## config.mk

```make
export PLATFORM = sky130hd
export DESIGN_NAME = multicycle_controller
export DESIGN_NICKNAME = d
export VERILOG_FILES = /design/src/rtl/multicycle_controller.sv
export SDC_FILE = /design/constraint.sdc
export NUM_CORES = 1
export LEC_CHECK = 0
export ABC_AREA = 1
export CAP_MARGIN = 20
export CORE_MARGIN = 2
export CORE_UTILIZATION = 38
export CTS_BUF_LIST = sky130_fd_sc_hd__clkbuf_4 sky130_fd_sc_hd__clkbuf_8 sky130_fd_sc_hd__clkbuf_16
export DETAILED_ROUTE_END_ITERATION = 16
export GPL_TIMING_DRIVEN = 1
export HOLD_SLACK_MARGIN = 0.02
export MAX_ROUTING_LAYER = met4
export PLACE_DENSITY_LB_ADDON = 0.25
export SETUP_SLACK_MARGIN = 0.1
export SYNTH_ARGS = -nofsm -noshare
export SYNTH_HDL_FRONTEND = slang
export SYNTH_SLANG_ARGS = --single-unit
```

## constraint.sdc

```tcl
create_clock -name clk -period 2.8 [get_ports clk]
set_clock_uncertainty 0.15 [all_clocks]
set_input_delay 0.56 -clock clk [delete_from_list [all_inputs] [get_ports clk]]
set_output_delay 0.56 -clock clk [all_outputs]
set_load 0.03 [all_outputs]
```

## src/rtl/multicycle_controller.sv

```systemverilog
// Multicycle RV32I control sequencer: one shared ALU and one unified memory.
// Define RETIRE_CNT_EN to build the retired-instruction counter; otherwise retired_count reads 0.
module multicycle_controller #(
    parameter logic [3:0] RESET_STATE = 4'd0,
    parameter int         CNT_W       = 32
) (
    input  logic             clk,
    input  logic             rst_n,
    input  logic [6:0]       op,
    input  logic [2:0]       funct3,
    input  logic             funct7b5,
    input  logic             Zero,
    input  logic             Negative,
    input  logic             mem_ready,
    output logic             mem_req,
    output logic             AdrSrc,
    output logic             MemWrite,
    output logic             IRWrite,
    output logic             PCWrite,
    output logic             RegWrite,
    output logic [1:0]       ResultSrc,
    output logic [1:0]       ALUSrcA,
    output logic [1:0]       ALUSrcB,
    output logic [4:0]       ALUControl,
    output logic [2:0]       ImmSrc,
    output logic             illegal_instr,
    output logic [3:0]       state,
    output logic [CNT_W-1:0] retired_count
);

    typedef enum logic [3:0] {
        S_FETCH    = 4'd0,
        S_DECODE   = 4'd1,
        S_MEMADR   = 4'd2,
        S_MEMREAD  = 4'd3,
        S_MEMWB    = 4'd4,
        S_MEMWRITE = 4'd5,
        S_EXECR    = 4'd6,
        S_EXECI    = 4'd7,
        S_ALUWB    = 4'd8,
        S_BRANCH   = 4'd9,
        S_JAL      = 4'd10,
        S_LUI      = 4'd11
    } state_t;

    localparam logic [4:0] ALU_ADD = 5'd0, ALU_SUB = 5'd1, ALU_AND = 5'd2, ALU_OR = 5'd3,
                           ALU_XOR = 5'd4, ALU_SLT = 5'd5, ALU_SLL = 5'd6, ALU_SRL = 5'd7,
                           ALU_SRA = 5'd8, ALU_SLTU = 5'd9, ALU_PASSB = 5'd10;
    localparam logic [2:0] IMM_I = 3'd0, IMM_S = 3'd1, IMM_B = 3'd2, IMM_J = 3'd3, IMM_U = 3'd4;
    localparam logic [6:0] OP_LOAD = 7'b0000011, OP_STORE = 7'b0100011, OP_R = 7'b0110011,
                           OP_I = 7'b0010011, OP_BR = 7'b1100011, OP_JAL = 7'b1101111,
                           OP_LUI = 7'b0110111;

    state_t     state_reg, state_next;
    logic [4:0] alu_base, alu_r;
    logic       taken;

    always_ff @(posedge clk or negedge rst_n) begin
        if (!rst_n) state_reg <= state_t'(RESET_STATE);
        else        state_reg <= state_next;
    end

    assign state = state_reg;

    // Immediate ops ignore funct7b5 on funct3=000 (addi has no subtract form).
    always_comb begin
        alu_base = ALU_ADD;
        case (funct3)
            3'b000: alu_base = ALU_ADD;
            3'b001: alu_base = ALU_SLL;
            3'b010: alu_base = ALU_SLT;
            3'b011: alu_base = ALU_SLTU;
            3'b100: alu_base = ALU_XOR;
            3'b101: alu_base = funct7b5 ? ALU_SRA : ALU_SRL;
            3'b110: alu_base = ALU_OR;
            default: alu_base = ALU_AND;
        endcase
        alu_r = (funct3 == 3'b000 && funct7b5) ? ALU_SUB : alu_base;
    end

    always_comb begin
        case (funct3)
            3'b000:  taken = Zero;
            3'b001:  taken = !Zero;
            3'b100:  taken = Negative;
            3'b101:  taken = !Negative;
            default: taken = 1'b0;
        endcase
    end

    always_comb begin
        state_next    = state_reg;
        mem_req       = 1'b0;
        AdrSrc        = 1'b0;
        MemWrite      = 1'b0;
        IRWrite       = 1'b0;
        PCWrite       = 1'b0;
        RegWrite      = 1'b0;
        ResultSrc     = 2'b00;
        ALUSrcA       = 2'b00;
        ALUSrcB       = 2'b00;
        ALUControl    = ALU_ADD;
        ImmSrc        = IMM_I;
        illegal_instr = 1'b0;
        // Outputs are forced quiet for the whole reset interval, even though state reads FETCH.
        if (rst_n) begin
            case (state_reg)
                S_FETCH: begin
                    mem_req   = 1'b1;
                    ALUSrcB   = 2'b10;
                    ResultSrc = 2'b10;
                    IRWrite   = mem_ready;
                    PCWrite   = mem_ready;
                    if (mem_ready) state_next = S_DECODE;
                end
                S_DECODE: begin
                    ALUSrcA = 2'b01;
                    ALUSrcB = 2'b01;
                    ImmSrc  = (op == OP_JAL) ? IMM_J : IMM_B;
                    case (op)
                        OP_LOAD, OP_STORE: state_next = S_MEMADR;
                        OP_R:              state_next = S_EXECR;
                        OP_I:              state_next = S_EXECI;
                        OP_BR:             state_next = S_BRANCH;
                        OP_JAL:            state_next = S_JAL;
                        OP_LUI:            state_next = S_LUI;
                        default: begin
                            state_next    = S_FETCH;
                            illegal_instr = 1'b1;
                        end
                    endcase
                end
                S_MEMADR: begin
                    ALUSrcA    = 2'b10;
                    ALUSrcB    = 2'b01;
                    ImmSrc     = op[5] ? IMM_S : IMM_I;
                    state_next = op[5] ? S_MEMWRITE : S_MEMREAD;
                end
                S_MEMREAD: begin
                    mem_req = 1'b1;
                    AdrSrc  = 1'b1;
                    if (mem_ready) state_next = S_MEMWB;
                end
                S_MEMWB: begin
                    ResultSrc  = 2'b01;
                    RegWrite   = 1'b1;
                    state_next = S_FETCH;
                end
                S_MEMWRITE: begin
                    mem_req  = 1'b1;
                    MemWrite = 1'b1;
                    AdrSrc   = 1'b1;
                    if (mem_ready) state_next = S_FETCH;
                end
                S_EXECR: begin
                    ALUSrcA    = 2'b10;
                    ALUControl = alu_r;
                    state_next = S_ALUWB;
                end
                S_EXECI: begin
                    ALUSrcA    = 2'b10;
                    ALUSrcB    = 2'b01;
                    ALUControl = alu_base;
                    state_next = S_ALUWB;
                end
                S_ALUWB: begin
                    RegWrite   = 1'b1;
                    state_next = S_FETCH;
                end
                S_BRANCH: begin
                    ALUSrcA    = 2'b10;
                    ALUControl = ALU_SUB;
                    PCWrite    = taken;
                    state_next = S_FETCH;
                end
                S_JAL: begin
                    ALUSrcA    = 2'b01;
                    ALUSrcB    = 2'b10;
                    PCWrite    = 1'b1;
                    state_next = S_ALUWB;
                end
                S_LUI: begin
                    ALUSrcB    = 2'b01;
                    ImmSrc     = IMM_U;
                    ALUControl = ALU_PASSB;
                    state_next = S_ALUWB;
                end
                default: state_next = S_FETCH;
            endcase
        end
    end

`ifdef RETIRE_CNT_EN
    logic [CNT_W-1:0] count_reg;
    logic             retire;

    assign retire = (state_next == S_FETCH) && (state_reg != S_FETCH) && !illegal_instr;

    always_ff @(posedge clk or negedge rst_n) begin
        if (!rst_n)      count_reg <= '0;
        else if (retire) count_reg <= count_reg + {{(CNT_W-1){1'b0}}, 1'b1};
    end

    assign retired_count = count_reg;
`else
    assign retired_count = '0;
`endif

endmodule
```

==> flow_summary.json, run 1 <==
{
  "status": "finished clean",
  "insertion_delay_ns": 0.23,
  "fin_crit_sh_pct": 93.0,
  "place_congestion": 0.901,
  "clkPwrFrac_pct": 10.8,
  "first_pass_iters": 4,
  "critPathArrivalTime_ns": 1.89,
  "crit_path_end_kind": "output pin",
  "critPathMaxStageDelay_ns": 0.57,
  "rsz0062_at_grt": "yes",
  "slowest_stage": "clkdlybuf4s50_1",
  "synth_cell_types": 22,
  "drt_wl_total_um": 2360,
  "start_kind": "input port",
  "p_int_uw": 267,
  "grt_use_met1_pct": 19.2,
  "clock_path_buffers": 2,
  "grt_pass1_wl_um": 3830,
  "antenna_left": 0,
  "max_cap_viol_count": 0,
  "dr_total_vias": 1149,
  "max_freq_mhz": 384,
  "power.switching_uw": 375,
  "die_h_um": 56.6,
  "critPathMaxFanout": 5,
  "ys_top_cells_by_area": "buf_4 24%, nand2_1 17%, dfrtp_1 9.5%",
  "path_class": "in -> out",
  "worstHoldPathType": "reg -> reg",
  "peakVddDrop_mv": 0.509,
  "yosysWarnings": 0,
  "layout.nets": 249,
  "powerDensity_nw_per_um2": 484,
  "clkTransAtPathRegs_ns": 0.04,
  "fin_crit_ns": 2.60,
  "place.port_buffers": 39,
  "comb_power_share_pct": 75.2,
  "netSwitchingFraction_pct": 58.4,
  "yosysSeqAreaShare_pct": 9.51,
  "post_cts_buffers": 0,
  "ios": 73,
  "top_usage_layer": "met2",
  "ff2ff_setup_slack_ns": 1.27,
  "root_buffer": "clkbuf_4",
  "fin_setup_tns_ns": 0,
  "cts_tree": "yes",
  "start_util_pct": 39.2,
  "wl_per_cell_um": 9.01,
  "crit_chain": "clkdlybuf4s50_1 -> nand3_1 -> o21ai_0 -> nand4_1 -> a21oi_1 -> buf_4",
  "grt_max_degree": 13,
  "dp_slack_ns": 0.207,
  "grt_pass1_vias": 930,
  "yosysTopAreaCellShare_pct": 23.5,
  "worst_slack_ns": 0.197,
  "avgSynthCellArea_um2": 5.54,
  "viasPerCell": 4.39,
  "antenna_found_initial": 0,
  "dp_hpwl_um": 2040,
  "power.share.sequential_pct": 14.0,
  "setup_violations": 0,
  "die_width_um": 56.6,
  "rows": 19,
  "first_iter_violations": 23,
  "grt_overflow": 0,
  "die_area_um2": 3210,
  "grt_util_met3_pct": 3.69,
  "use_met2_pct": 23.8,
  "diodes": 0,
  "largest_reg_flops": 4,
  "core_um2": 2690,
  "numCtsBuffers": 3,
  "yosys.area.top_type": "buf_4",
  "area_delta_synth_final_pct": 26.0,
  "power_leakage_nw": 0.749,
  "htreeDepth": 1,
  "slew_viol_final": 0,
  "syn_area_um2": 1050,
  "cts_num_sinks": 4,
  "worstPathRequired_ns": 2.09,
  "grt.total_usage_pct": 14.8,
  "drcViolationCount": 0,
  "drive_above_1_share_pct": 18.2,
  "hold_violations": 0,
  "synthCells": 190,
  "nFillCells": 314,
  "ys_ff_latch": 4
}
## routing by layer
layer | vias up | share of wire, %
li1 | 613 | -
met1 | 498 | 45
met5 | - | 0
met2 | 38 | 47
met3 | 0 | 7.5
met4 | 0 | 0
## cells by family after synthesis
| family | after synthesis | synth area share (%) |
|---|---|---|
| AOI/OAI and AO/OA | 25 | 12.6 |
| other | 1 | 0.356 |
| DFF | 4 | 9.51 |
| and+or+nand+nor | 97 | 42.6 |
| buffers and inverters | 63 | 35.0 |
## layout make-up
| cell class | count | area [um2] | share of cell area [%] |
|---|---|---|---|
| clock buffers | 3 | 22.5 | 1.70 |
| inverters | 28 | 105 | 7.92 |
| multi-input cells | 155 | 704 | 53.1 |
| flip-flops and latches | 4 | 100 | 7.55 |
| well taps | 31 | 38.8 | 2.92 |
| repair buffers | 41 | 355 | 26.8 |
## power by group through the flow
stage               clock network [mW]  logic (mW)  registers (mW)
global route                    0.0772       0.520          0.0934
CTS                             0.0737       0.485          0.0894
global placement                     0       0.482          0.0907
detailed placement                   0       0.484          0.0901
floorplan                            0       0.357           0.105
finish                          0.0695       0.483          0.0896
## Yosys cell counts
cell and n:
conb_1 1, o21ai_0 9, a31oi_1 3, nor2_2 2
nor3_1 4, nand4_1 3, nand2_2 4, clkbuf_1 1
nor2_4 4, inv_2 3, dfrtp_1 4, nand3_1 12
nor3b_2 1, a21oi_2 1, o21ai_1 1, buf_4 33
nor2_1 19, and2_1 1, inv_1 25, nand2_1 47
a21oi_1 11, buf_6 1
## stage by stage
| stage | util [%] | std cells | total power, mW | area (um2) | hold slack (ns) |
|---|---|---|---|---|---|
| 2_1_floorplan | - | 222 | 0.462 | 1170 | 0.114 |
| 3_3_place_gp | 48.5 | 259 | 0.572 | 1300 | 0.469 |
| 3_5_place_dp | 48.5 | 259 | 0.574 | 1300 | 0.459 |
| 4_1_cts | 49.4 | 262 | 0.648 | 1330 | 0.469 |
| 5_1_grt | 49.4 | 262 | 0.691 | 1330 | 0.481 |
| 6_report | 49.4 | 262 | 0.642 | 1330 | 0.466 |
## worst paths after layout
path / start / end / depth (start not counted)
setup / recovery: funct3[2] / ALUControl[3] / 6
hold / removal: state[0]$_DFFE_PN0P_ / state[0]$_DFFE_PN0P_ / 2
setup reg to reg: state[1]$_DFFE_PN0P_ / state[1]$_DFFE_PN0P_ / 9
hold reg to reg: state[0]$_DFFE_PN0P_ / state[0]$_DFFE_PN0P_ / 2
max in group asynchronous: rst_n / state[1]$_DFFE_PN0P_ / 2
min in group asynchronous: rst_n / state[2]$_DFFE_PN0P_ / 2
## critical path: cells and delay by family
| family | cells | cell delay [ns] |
|---|---|---|
| buffers and inverters | 2 | 0.75 |
| AOI/OAI and AO/OA | 2 | 0.32 |
| and+or+nand+nor | 2 | 0.26 |
## cell usage in the layout, fill, tap and decap left out, drive strengths merged
| cell type | instances |
|---|---|
| nand2 | 51 |
| conb | 33 |
| inv | 28 |
| nor2 | 25 |
| buf | 22 |
| clkdlybuf4s50 | 19 |
| nand3 | 12 |
| a21oi | 12 |
| o21ai | 10 |
| nor3 | 4 |
| dfrtp | 4 |
| nand4 | 3 |
| a31oi | 3 |
| clkbuf | 3 |
| and2 | 1 |
| nor3b | 1 |
## timing repair
| item | 4_1_cts | 5_1_grt |
|---|---|---|
| hold buffers | 0 | 0 |
| setup endpoints to repair | 0 | 5 |
| resized for setup | 0 | 2 |
Power figures use the tool's default switching activity.
==> run 2, diff against run 1 <==
--- a/config.mk
+++ b/config.mk
@@ -19,3 +19,4 @@
 export SYNTH_ARGS = -nofsm -noshare
 export SYNTH_HDL_FRONTEND = slang
 export SYNTH_SLANG_ARGS = --single-unit
+export TNS_END_PERCENT = 5
==> results of run 2 <==
The final DEF is identical to that of run 1; final timing and power are the same.
==> run 3, diff against run 2 <==
--- a/config.mk
+++ b/config.mk
@@ -11,6 +11,7 @@
 export CORE_UTILIZATION = 38
 export CTS_BUF_LIST = sky130_fd_sc_hd__clkbuf_4 sky130_fd_sc_hd__clkbuf_8 sky130_fd_sc_hd__clkbuf_16
 export DETAILED_ROUTE_END_ITERATION = 16
+export GPL_ROUTABILITY_DRIVEN = 0
 export GPL_TIMING_DRIVEN = 1
 export HOLD_SLACK_MARGIN = 0.02
 export MAX_ROUTING_LAYER = met4
==> results of run 3 <==
The final DEF is identical to that of run 1; final timing and power are the same.
